`src/rtl/mips_ctrl.sv`:
```
// Multicycle control unit for the 8-bit MIPS datapath: one state per clock, Moore outputs.
// Define MIPS_CTRL_ADDI_EN to add the ADDIEX/ADDIWR states that decode addi (op 001000).
module mips_ctrl (
  input  logic       clk,
  input  logic       reset,
  input  logic [5:0] op,
  input  logic [5:0] funct,
  input  logic       zero,
  output logic       memread,
  output logic       memwrite,
  output logic       alusrca,
  output logic [1:0] alusrcb,
  output logic [2:0] alucontrol,
  output logic       memtoreg,
  output logic       regdst,
  output logic       iord,
  output logic       regwrite,
  output logic [1:0] pcsrc,
  output logic       pcen,
  output logic [3:0] irwrite,
  output logic       instr_done,
  output logic       illegal
);

  typedef enum logic [3:0] {
    S_FETCH1  = 4'd0,
    S_FETCH2  = 4'd1,
    S_FETCH3  = 4'd2,
    S_FETCH4  = 4'd3,
    S_DECODE  = 4'd4,
    S_MEMADR  = 4'd5,
    S_LBRD    = 4'd6,
    S_LBWR    = 4'd7,
    S_SBWR    = 4'd8,
    S_RTYPEEX = 4'd9,
    S_RTYPEWR = 4'd10,
    S_BEQEX   = 4'd11,
    S_JEX     = 4'd12
`ifdef MIPS_CTRL_ADDI_EN
    , S_ADDIEX = 4'd13,
    S_ADDIWR  = 4'd14
`endif
  } state_t;

  localparam logic [2:0] ALU_ADD = 3'b000;
  localparam logic [2:0] ALU_SUB = 3'b110;
  localparam logic [2:0] ALU_AND = 3'b001;
  localparam logic [2:0] ALU_OR  = 3'b010;
  localparam logic [2:0] ALU_SLT = 3'b111;

  state_t     r_state;
  state_t     w_next;

  logic       w_memread;
  logic       w_memwrite;
  logic       w_alusrca;
  logic [1:0] w_alusrcb;
  logic [2:0] w_alucontrol;
  logic       w_memtoreg;
  logic       w_regdst;
  logic       w_iord;
  logic       w_regwrite;
  logic [1:0] w_pcsrc;
  logic       w_pcwrite;
  logic       w_branch;
  logic [3:0] w_irwrite;
  logic       w_instrDone;
  logic       w_illegal;
  logic [2:0] w_functAlu;
  logic       w_functOk;

  always_ff @(posedge clk) begin
    if (reset) r_state <= S_FETCH1;
    else       r_state <= w_next;
  end

  always_comb begin
    w_functOk  = 1'b1;
    w_functAlu = ALU_ADD;
    case (funct)
      6'b100000: w_functAlu = ALU_ADD;
      6'b100010: w_functAlu = ALU_SUB;
      6'b100100: w_functAlu = ALU_AND;
      6'b100101: w_functAlu = ALU_OR;
      6'b101010: w_functAlu = ALU_SLT;
      default:   w_functOk  = 1'b0;
    endcase
  end

  always_comb begin
    w_next       = S_FETCH1;
    w_memread    = 1'b0;
    w_memwrite   = 1'b0;
    w_alusrca    = 1'b0;
    w_alusrcb    = 2'b00;
    w_alucontrol = ALU_ADD;
    w_memtoreg   = 1'b0;
    w_regdst     = 1'b0;
    w_iord       = 1'b0;
    w_regwrite   = 1'b0;
    w_pcsrc      = 2'b00;
    w_pcwrite    = 1'b0;
    w_branch     = 1'b0;
    w_irwrite    = 4'b0000;
    w_instrDone  = 1'b0;
    w_illegal    = 1'b0;

    case (r_state)
      S_FETCH1, S_FETCH2, S_FETCH3, S_FETCH4: begin
        w_memread = 1'b1;
        w_alusrcb = 2'b01;
        w_pcwrite = 1'b1;
        case (r_state)
          S_FETCH1: begin w_irwrite = 4'b0001; w_next = S_FETCH2; end
          S_FETCH2: begin w_irwrite = 4'b0010; w_next = S_FETCH3; end
          S_FETCH3: begin w_irwrite = 4'b0100; w_next = S_FETCH4; end
          default:  begin w_irwrite = 4'b1000; w_next = S_DECODE; end
        endcase
      end
      S_DECODE: begin
        w_alusrcb = 2'b11;
        case (op)
          6'b100000, 6'b101000: w_next = S_MEMADR;
          6'b000000:            w_next = S_RTYPEEX;
          6'b000100:            w_next = S_BEQEX;
          6'b000010:            w_next = S_JEX;
`ifdef MIPS_CTRL_ADDI_EN
          6'b001000:            w_next = S_ADDIEX;
`endif
          default: begin
            w_next    = S_FETCH1;
            w_illegal = 1'b1;
          end
        endcase
      end
      S_MEMADR: begin
        w_alusrca = 1'b1;
        w_alusrcb = 2'b10;
        w_next    = (op == 6'b100000) ? S_LBRD : S_SBWR;
      end
      S_LBRD: begin
        w_memread = 1'b1;
        w_iord    = 1'b1;
        w_next    = S_LBWR;
      end
      S_LBWR: begin
        w_regwrite  = 1'b1;
        w_memtoreg  = 1'b1;
        w_instrDone = 1'b1;
      end
      S_SBWR: begin
        w_memwrite  = 1'b1;
        w_iord      = 1'b1;
        w_instrDone = 1'b1;
      end
      S_RTYPEEX: begin
        w_alusrca    = 1'b1;
        w_alucontrol = w_functAlu;
        w_illegal    = ~w_functOk;
        w_next       = S_RTYPEWR;
      end
      // An undecodable funct still retires, but must not corrupt the register file.
      S_RTYPEWR: begin
        w_regdst    = 1'b1;
        w_regwrite  = w_functOk;
        w_instrDone = 1'b1;
      end
      S_BEQEX: begin
        w_alusrca    = 1'b1;
        w_alucontrol = ALU_SUB;
        w_pcsrc      = 2'b01;
        w_branch     = 1'b1;
        w_instrDone  = 1'b1;
      end
      S_JEX: begin
        w_pcsrc     = 2'b10;
        w_pcwrite   = 1'b1;
        w_instrDone = 1'b1;
      end
`ifdef MIPS_CTRL_ADDI_EN
      S_ADDIEX: begin
        w_alusrca = 1'b1;
        w_alusrcb = 2'b10;
        w_next    = S_ADDIWR;
      end
      S_ADDIWR: begin
        w_regwrite  = 1'b1;
        w_instrDone = 1'b1;
      end
`endif
      default: w_next = S_FETCH1;
    endcase
  end

  // Reset masks every strobe so an aborted instruction cannot write memory, registers or PC.
  always_comb begin
    memread    = w_memread;
    memwrite   = w_memwrite;
    alusrca    = w_alusrca;
    alusrcb    = w_alusrcb;
    alucontrol = w_alucontrol;
    memtoreg   = w_memtoreg;
    regdst     = w_regdst;
    iord       = w_iord;
    regwrite   = w_regwrite;
    pcsrc      = w_pcsrc;
    pcen       = w_pcwrite | (w_branch & zero);
    irwrite    = w_irwrite;
    instr_done = w_instrDone;
    illegal    = w_illegal;
    if (reset) begin
      memread    = 1'b0;
      memwrite   = 1'b0;
      alusrca    = 1'b0;
      alusrcb    = 2'b00;
      alucontrol = 3'b000;
      memtoreg   = 1'b0;
      regdst     = 1'b0;
      iord       = 1'b0;
      regwrite   = 1'b0;
      pcsrc      = 2'b00;
      pcen       = 1'b0;
      irwrite    = 4'b0000;
      instr_done = 1'b0;
      illegal    = 1'b0;
    end
  end

endmodule

```
`config.mk`:
```
export PLATFORM = sky130hd
export DESIGN_NAME = mips_ctrl
export DESIGN_NICKNAME = d
export VERILOG_FILES = /design/src/rtl/mips_ctrl.sv
export SDC_FILE = /design/constraint.sdc
export NUM_CORES = 1
export LEC_CHECK = 0
export BUFFER_PORTS_ARGS = -buffer_cell sky130_fd_sc_hd__buf_2
export CAP_MARGIN = 30
export CORE_MARGIN = 3
export CORE_UTILIZATION = 46
export CTS_CLUSTER_SIZE = 28
export DETAILED_ROUTE_END_ITERATION = 12
export MAX_ROUTING_LAYER = met4
export PLACE_DENSITY = 0.83
export RECOVER_POWER = 50
export SYNTH_ARGS = -nofsm -noshare
export SYNTH_HDL_FRONTEND = slang
export SYNTH_SLANG_ARGS = --single-unit
```
`constraint.sdc`:
```
create_clock -name clk -period 1.71 [get_ports clk]
set_input_delay 0.0855 -clock clk [delete_from_list [all_inputs] [get_ports clk]]
set_output_delay 0.0855 -clock clk [all_outputs]
set_load 0.1 [all_outputs]
```
==> impl_results.md, run 1 <==
- Outcome: aborted with a tool error
- Stop stage: 3_5_place_dp
- Error: [ERROR DPL-0038] Utilization greater than 100%, impossible to legalize
- Synth cell types: 32
- Routability cong.: 0.880
- Average size of a mapped cell: 6.29 sq um
- YS warnings: 0
- Post-synthesis instance total: 103
- Mapped Area: 648 sq um
- Die width: ~44 um
- Post-synthesis sequential area ratio: 0.124
- IO Count: 36
- Port Buffers: 35
- Initial Utilization: 0.533
- Synth top area cells: dfxtp_1 12%, nor2_1 9.3%, nor3_1 8.5%, a21oi_1 7.7%, nand2b_1 6.8%
- Core Rows: 12
- Largest area contributor in the netlist: dfxtp_1
- Syn Nets: 118
- Seq cells post-synth: 4
- Post-synth top area share: 0.124
- Die Ht: 43.5 um
cell usage after synthesis (all sizes together):
cell type,count
a21boi,2
a21oi,10
a31oi,3
a32o,2
a32oi,1
and3,1
and3b,1
buf,3
clkbuf,5
dfxtp,4
inv,3
mux2i,3
nand2,6
nand2b,7
nand3,4
nor2,16
nor2b,2
nor3,12
nor3b,3
nor4,3
nor4b,1
o211a,2
o211ai,1
o21ai,2
o21bai,1
o22a,1
o41ai,1
or2,1
or3,2
stage by stage:
| step | std cells | hold slack (ns) | worst slack (ns) | instance area [sq um] | setup TNS, ns |
|---|---|---|---|---|---|
| after floorplan | 103 | 0.241 | -0.446 | 821 | -1.13 |
| after global placement | 148 | 0.401 | 0.246 | 1300 | 0 |
kinds of logic after synthesis:
| kind of cell | Yosys count | synth area share |
|---|---|---|
| compound gates | 26 | 0.270 |
| buf+inv | 11 | 0.0676 |
| flops | 4 | 0.124 |
| mux | 3 | 0.0463 |
| simple gates | 59 | 0.492 |
==> run 2: changes to the inputs <==
--- a/config.mk
+++ b/config.mk
@@ -7,12 +7,10 @@
 export LEC_CHECK = 0
 export BUFFER_PORTS_ARGS = -buffer_cell sky130_fd_sc_hd__buf_2
 export CAP_MARGIN = 30
-export CORE_MARGIN = 3
-export CORE_UTILIZATION = 46
-export CTS_CLUSTER_SIZE = 28
+export CORE_AREA = 3 3 64 66
 export DETAILED_ROUTE_END_ITERATION = 12
-export MAX_ROUTING_LAYER = met4
-export PLACE_DENSITY = 0.83
+export DIE_AREA = 0 0 67 69
+export PLACE_DENSITY_LB_ADDON = 0.15
 export RECOVER_POWER = 50
 export SYNTH_ARGS = -nofsm -noshare
 export SYNTH_HDL_FRONTEND = slang
==> impl_results.md, run 2 <==
- Antenna-violating nets left: 0
- CTS tree: built
- Worst reg-to-reg path cell count: 4
- Top-count cell post-synth: nor2_1
- RSZ-0062 raised after global routing: no
- Synth cell types: 32 (unchanged)
- Reg clk slew, reported paths: 0.03 ns
- Layout cells sized above 1: 0.511
- Initial Utilization: 0.178 (-0.355)
- Synth top area cells: dfxtp_1 12%, nor2_1 9.3%, nor3_1 8.5%, a21oi_1 7.7%, nand2b_1 6.8%
- DP HPWL: 1960 um
- CP Max Fanout: 8
- Clk_lat worst skew: 0.21 ns
- Setup crit start kind: flop
- Vias per inst: 4.84
- R2r startpoint: r_state[0]
- Seq cells post-synth: 4 (unchanged)
- Clock root cell: clkbuf_8
- CP endpoint: alusrcb[0]
- WP data arrival: 1.48 ns
- Final setup violation count: 0
- TritonCTS Buffers: 3
- Post-synthesis sequential area ratio: 0.124 (unchanged)
- Fin. Hold Viols: 0
- Peak VDD IR: ~0.4 mV
- Biggest regs: r_state (4)
- Largest area contributor in the netlist: dfxtp_1
- Most common cell after layout, fill and taps aside: buf_2
- Setup slack, reg-to-reg: about 0.31 ns
- Largest net degree at the start of global routing: 17
- Tcrit/Tclk final: 0.917
- Max-slew violations: 0
- GRT overflow: 0
- Clk_skew: 0.00383 ns
- TritonRoute pass-1 iters: 4
- YS warnings: 0 (unchanged)
- Clk buf depth: 2
- # diodes: 0
- Port Buffers: 35 (unchanged)
- Crit Reg-Reg Endpoint: r_state[1]
- Die width: 67 um (+54%)
- Commonest non-fill, non-tap cells in the layout: 17 x buf_2, 13 x buf_12, 10 x nor2_1, 10 x a21oi_1, 9 x nor3_4
- Number of global-route vias before repair: slightly below 900
- Hold Path Class: input pin to flop
- Number of flip-flops under the largest register name: 4
- NumNets Final: 156
- Post-synth top area share: 0.124 (unchanged)
- Number of max-cap violations: 0
- Crit. End Element: output pin
- Average size of a mapped cell: 6.29 sq um (unchanged)
- Worst Setup Path Type: flop to output pin
- Number of flops mapped to enable cells by yosys: 0 (unchanged)
- CP Launch Point: r_state[0]
- Layout area overhead: 103%
- First-pass GRT wire length: a little under 4000 um
- Worst slack at placement: ~0.17 ns
- Worst Path Required: 1.62 ns
- Vias: 905
- Main synth FF type: dfxtp_1
- DRC viols: 0
- Clock sinks: 4
- H-tree Lvls: 1
- Core Rows: 22 (+10)
- FMAX: 638 MHz
- Final Power: 607 uW
- WL/cell: about 13 um
- Routability cong.: 0.808 (-8.2%)
- Post-synthesis instance total: 103 (unchanged)
- Mapped Area: 648 sq um (unchanged)
- Worst slew pin tran: slightly below 0.5 ns
- Initial antenna violation count: 0
- Fraction of registers with async set/reset: 0 (unchanged)
- Power Dens Cells: 462 nW/um^2
- Final WS setup: 0.142 ns
- Routed WL: 2420 um
- Outcome: finished clean
- Biggest register: r_state
- Syn Nets: 118 (unchanged)
- Die ar.: 4620 sq um
- Die Ht: 69 um (+58%)
- GRT Overall Usage: 0.102
- Final Critical Period: 1.57 ns
- Synth cell count leaders: 16 x nor2_1, 11 x nor3_1, 10 x a21oi_1, 7 x nand2b_1, 6 x nand2_1
- Core area: about 3600 sq um
- IO Count: 36 (unchanged)
- Worst rel slew slack: 0.675
- Initial drt markers: 26
- LEAKAGE: approximately 0.00055 uW
-- run 2: cell counts after synthesis --
Identical to the previous run, type by type.
-- run 2: logic make-up (layout without fill, tap and decap cells) --
| kind of cell | count (synthesis) | count (layout) | synth area share |
|---|---|---|---|
| muxes | 3 | 3 | 0.0463 |
| DFF | 4 | 4 | 0.124 |
| AOI/OAI and AO/OA | 26 | 26 | 0.270 |
| and+or+nand+nor | 59 | 59 | 0.492 |
| buffers and inverters | 11 | 47 | 0.0676 |
-- run 2: final cells by class --
type	count	area, sq um
Sequential cell	4	88.8
Timing Repair Buffer	41	428
Clock buffer	3	41.3
Tap cell	48	60.1
Inverter	3	11.3
Multi-Input combinational cell	88	684
Fill cell	396	2320
-- run 2: layer usage --
metal	GRT usage	vias up	part of all wire
li1	-	458	-
met1	0.131	418	0.44
met2	0.166	23	0.51
met3	0.0212	6	0.032
met4	0.0383	0	0.022
met5	0	-	0
-- run 2: what timing repair did --
| action | in CTS | in global routing |
|---|---|---|
| pin swaps | 0 | 1 |
| gates resized for setup | 2 | 4 |
| hold buffers | 0 | 0 |
| setup endpoints to repair | 3 | 8 |
| setup buffers | 1 | 0 |
-- run 2: worst max-delay path: stages, from the launching register on --
cell and delay [ns]:
dfxtp_2 0.35, or2_4 0.31, a21boi_0 0.37, buf_12 0.23
-- run 2: per-stage QoR --
step	std cells	hold WS [ns]	area [sq um]	util	setup TNS, ns
finish	187	0.214	1310	0.362	0
floorplan	103	0.241	821	-	-1.13
detailed placement	183	0.436	1350	0.371	0
global route	187	0.235	1310	0.362	0
global placement	183	0.428	1350	0.371	0
CTS	187	0.213	1400	0.386	0
-- run 2: where the power goes --
group,switching (uW),internal [uW]
clock network,44.1,150
registers,11.4,97.6
logic,202,102
total,258,350
-- run 2: how the worst min path moves through the flow --
stage / start / endpoint / depth (start not counted)
floorplan: op[2] / r_state[1] / 2
global placement: op[2] / r_state[1] / 3
detailed placement: op[2] / r_state[1] / 3
CTS: op[2] / r_state[1] / 3
global route: op[2] / r_state[1] / 3
finish: op[2] / r_state[1] / 3
Power figures use the tool's default switching activity.
==> run 3: changes to the inputs <==
--- a/config.mk
+++ b/config.mk
@@ -10,8 +10,8 @@
 export CORE_AREA = 3 3 64 66
 export DETAILED_ROUTE_END_ITERATION = 12
 export DIE_AREA = 0 0 67 69
-export PLACE_DENSITY_LB_ADDON = 0.15
-export RECOVER_POWER = 50
+export PLACE_DENSITY = 0.41
+export RECOVER_POWER = 100
 export SYNTH_ARGS = -nofsm -noshare
 export SYNTH_HDL_FRONTEND = slang
 export SYNTH_SLANG_ARGS = --single-unit
==> impl_results.md, run 3 (synthesis gave the netlist of run 2 again) <==
- Outcome: finished clean
- Peak VDD IR: 0.181 mV (-54%)
- R2r startpoint: r_state[1]
- Port Buffers: 35 (unchanged)
- Initial antenna violation count: 0 (unchanged)
- Clk buf depth: 2 (unchanged)
- Slowest CP cell: or2_2
- Hold Path Class: input pin to flop
- Final Cell Area: 1280 sq um (-2.2%)
- Die Ht: 69 um (unchanged)
- Fill count: 411 (+3.8%)
- Power Dens Cells: 479 nW/um^2 (+3.6%)
- H-tree Lvls: 1 (unchanged)
- Core area: 3630 sq um (unchanged)
- Clk_skew: 0.00163 ns (-0.00220 ns)
- Final Core Density: 0.354 (-0.00792)
- DP HPWL: 2050 um (+4.6%)
- Tcrit/Tclk final: 0.937 (+0.0200)
- WL/cell: 13.8 um (+6.5%)
- WP data arrival: 1.52 ns (+0.04 ns)
- Reg clk slew, reported paths: 0.03 ns (about the same)
- Routed WL: 2610 um (+7.6%)
- Clock sinks: 4 (unchanged)
- Worst rel slew slack: 0.643 (-0.0324)
- LEAKAGE: 0.000548 uW (+0.19%)
- Biggest register: r_state
- Largest net degree at the start of global routing: 18 (+1)
- Number of flip-flops under the largest register name: 4 (unchanged)
- FMAX: 624 MHz (-2.1%)
- Die ar.: 4620 sq um (unchanged)
- # diodes: 0 (unchanged)
- Setup_tns: 0 ns (unchanged)
- First-pass GRT wire length: 4040 um (+4.8%)
- DRC viols: 0 (unchanged)
- Clk_lat worst skew: 0.22 ns (about the same)
- Max-slew violations: 0 (unchanged)
- RSZ-0062 raised after global routing: no
- Final Critical Period: 1.60 ns (+0.0341 ns)
- GRT overflow: 0 (unchanged)
- TritonRoute pass-1 iters: 4 (unchanged)
- Number of global-route vias before repair: 879 (-0.90%)
- Fin. Hold Viols: 0 (unchanged)
- Crit. End Element: output pin
- Clock root cell: clkbuf_8
- Setup slack, reg-to-reg: 0.33 ns (+0.02 ns)
- Crit Reg-Reg Endpoint: r_state[1]
- Vias per inst: 4.83 (-0.29%)
- Worst Setup Path Type: flop to output pin
- Initial drt markers: 31 (+19%)
- CTS tree: built
- Worst-path cell chain: or2_2, buf_4, nor4_4, buf_12
- Initial Utilization: 0.178 (unchanged)
- Hold depth: 3 (unchanged)
- TritonCTS Buffers: 3 (unchanged)
- Worst Path Required: 1.62 ns (about the same)
- Setup crit start kind: flop
- Core Rows: 22 (unchanged)
- NumNets Final: 158 (+1.3%)
- Antenna-violating nets left: 0 (unchanged)
- Commonest non-fill, non-tap cells in the layout: 14 x buf_2, 12 x nor2_1, 10 x a21oi_1
- Biggest regs: r_state (4)
- GRT Overall Usage: 0.111 (+0.00892)
- Number of max-cap violations: 0 (unchanged)
- Hold worst-path end: r_state[1]
- Post-DP Area: 1360 sq um (+0.56%)
- Routability cong.: 0.833 (+3.2%)
- Vias: 912 (+0.77%)
- Most common cell after layout, fill and taps aside: buf_2
- Routed met2 length: 1290 um (+4.6%)
- Die width: 67 um (unchanged)
- Met3 WL post-DR: 106 um (+36%)
- CTS Hold Bufs: 0 (unchanged)
- Final setup violation count: 0 (unchanged)
- CP Max Fanout: 8 (unchanged)
- Layout area overhead: 98.3%
- HP Start: op[2]
- Final Power: 615 uW (+1.3%)
- DRT met1 WL: 1200 um (+13%)
- Worst reg-to-reg path cell count: 4 (unchanged)
- Worst slew pin tran: 0.539 ns (+0.0475 ns)
- Highest metal layer with signal wires: met4
- Layout cells sized above 1: 0.504 (-0.00725)
- Max incr delay on CP: 0.36 ns (about the same)
- IO Count: 36 (unchanged)
run 3: worst max-delay path: cells and delay by family (launching register included):
kind                   cells  cell delay (ns)
buffers and inverters      2             0.40
flip-flops                 1             0.34
AND/OR/NAND/NOR            2             0.55
run 3: how the worst max path moves through the flow:
| stage | end | slack, ns | depth (start not counted) | start |
|---|---|---|---|---|
| finish | irwrite[0] | 0.11 | 4 | r_state[0] |
| detailed placement | alucontrol[0] | 0.19 | 5 | r_state[3] |
| global route | regwrite | 0.01 | 4 | r_state[2] |
| CTS | alucontrol[0] | 0.004 | 5 | r_state[2] |
| floorplan | alusrcb[1] | -0.45 | 3 | reset |
| global placement | alucontrol[0] | 0.20 | 5 | r_state[3] |
run 3: stage by stage:
step / worst slack (ns) / std cells / hold WS (ns)
finish: 0.108 / 189 / 0.217
global route: 0.0119 / 189 / 0.233
CTS: 0.00394 / 187 / 0.214
detailed placement: 0.186 / 184 / 0.441
global placement: 0.199 / 184 / 0.429
floorplan: -0.446 / 103 / 0.241
run 3: where the power goes:
group | switching [uW] | leakage [uW] | internal, uW
registers | 10.4 | 0.0000346 | 97.6
logic | 208 | 0.000492 | 103
clock network | 46.6 | 0.0000216 | 150
run 3: cell type report:
| class | count | area (sq um) | share of cell area |
|---|---|---|---|
| clock buffer | 3 | 41.3 | 0.0321 |
| inverter | 3 | 11.3 | 0.00876 |
| sequential | 4 | 88.8 | 0.0691 |
| timing repair buffer | 43 | 404 | 0.315 |
| tap | 48 | 60.1 | 0.0467 |
| multi-input combinational | 88 | 679 | 0.529 |
run 3: timing repair:
item | 4_1_cts | 5_1_grt
resized for setup | 1 | 5
pin swaps | 0 | 1
setup buffers | 0 | 2
setup endpoints to repair | 1 | 7
run 3: metal layers:
metal	track usage	up-vias
li1	-	462
met1	0.145	422
met3	0.0195	2
met4	0.0405	0
met2	0.180	26
met5	0	-
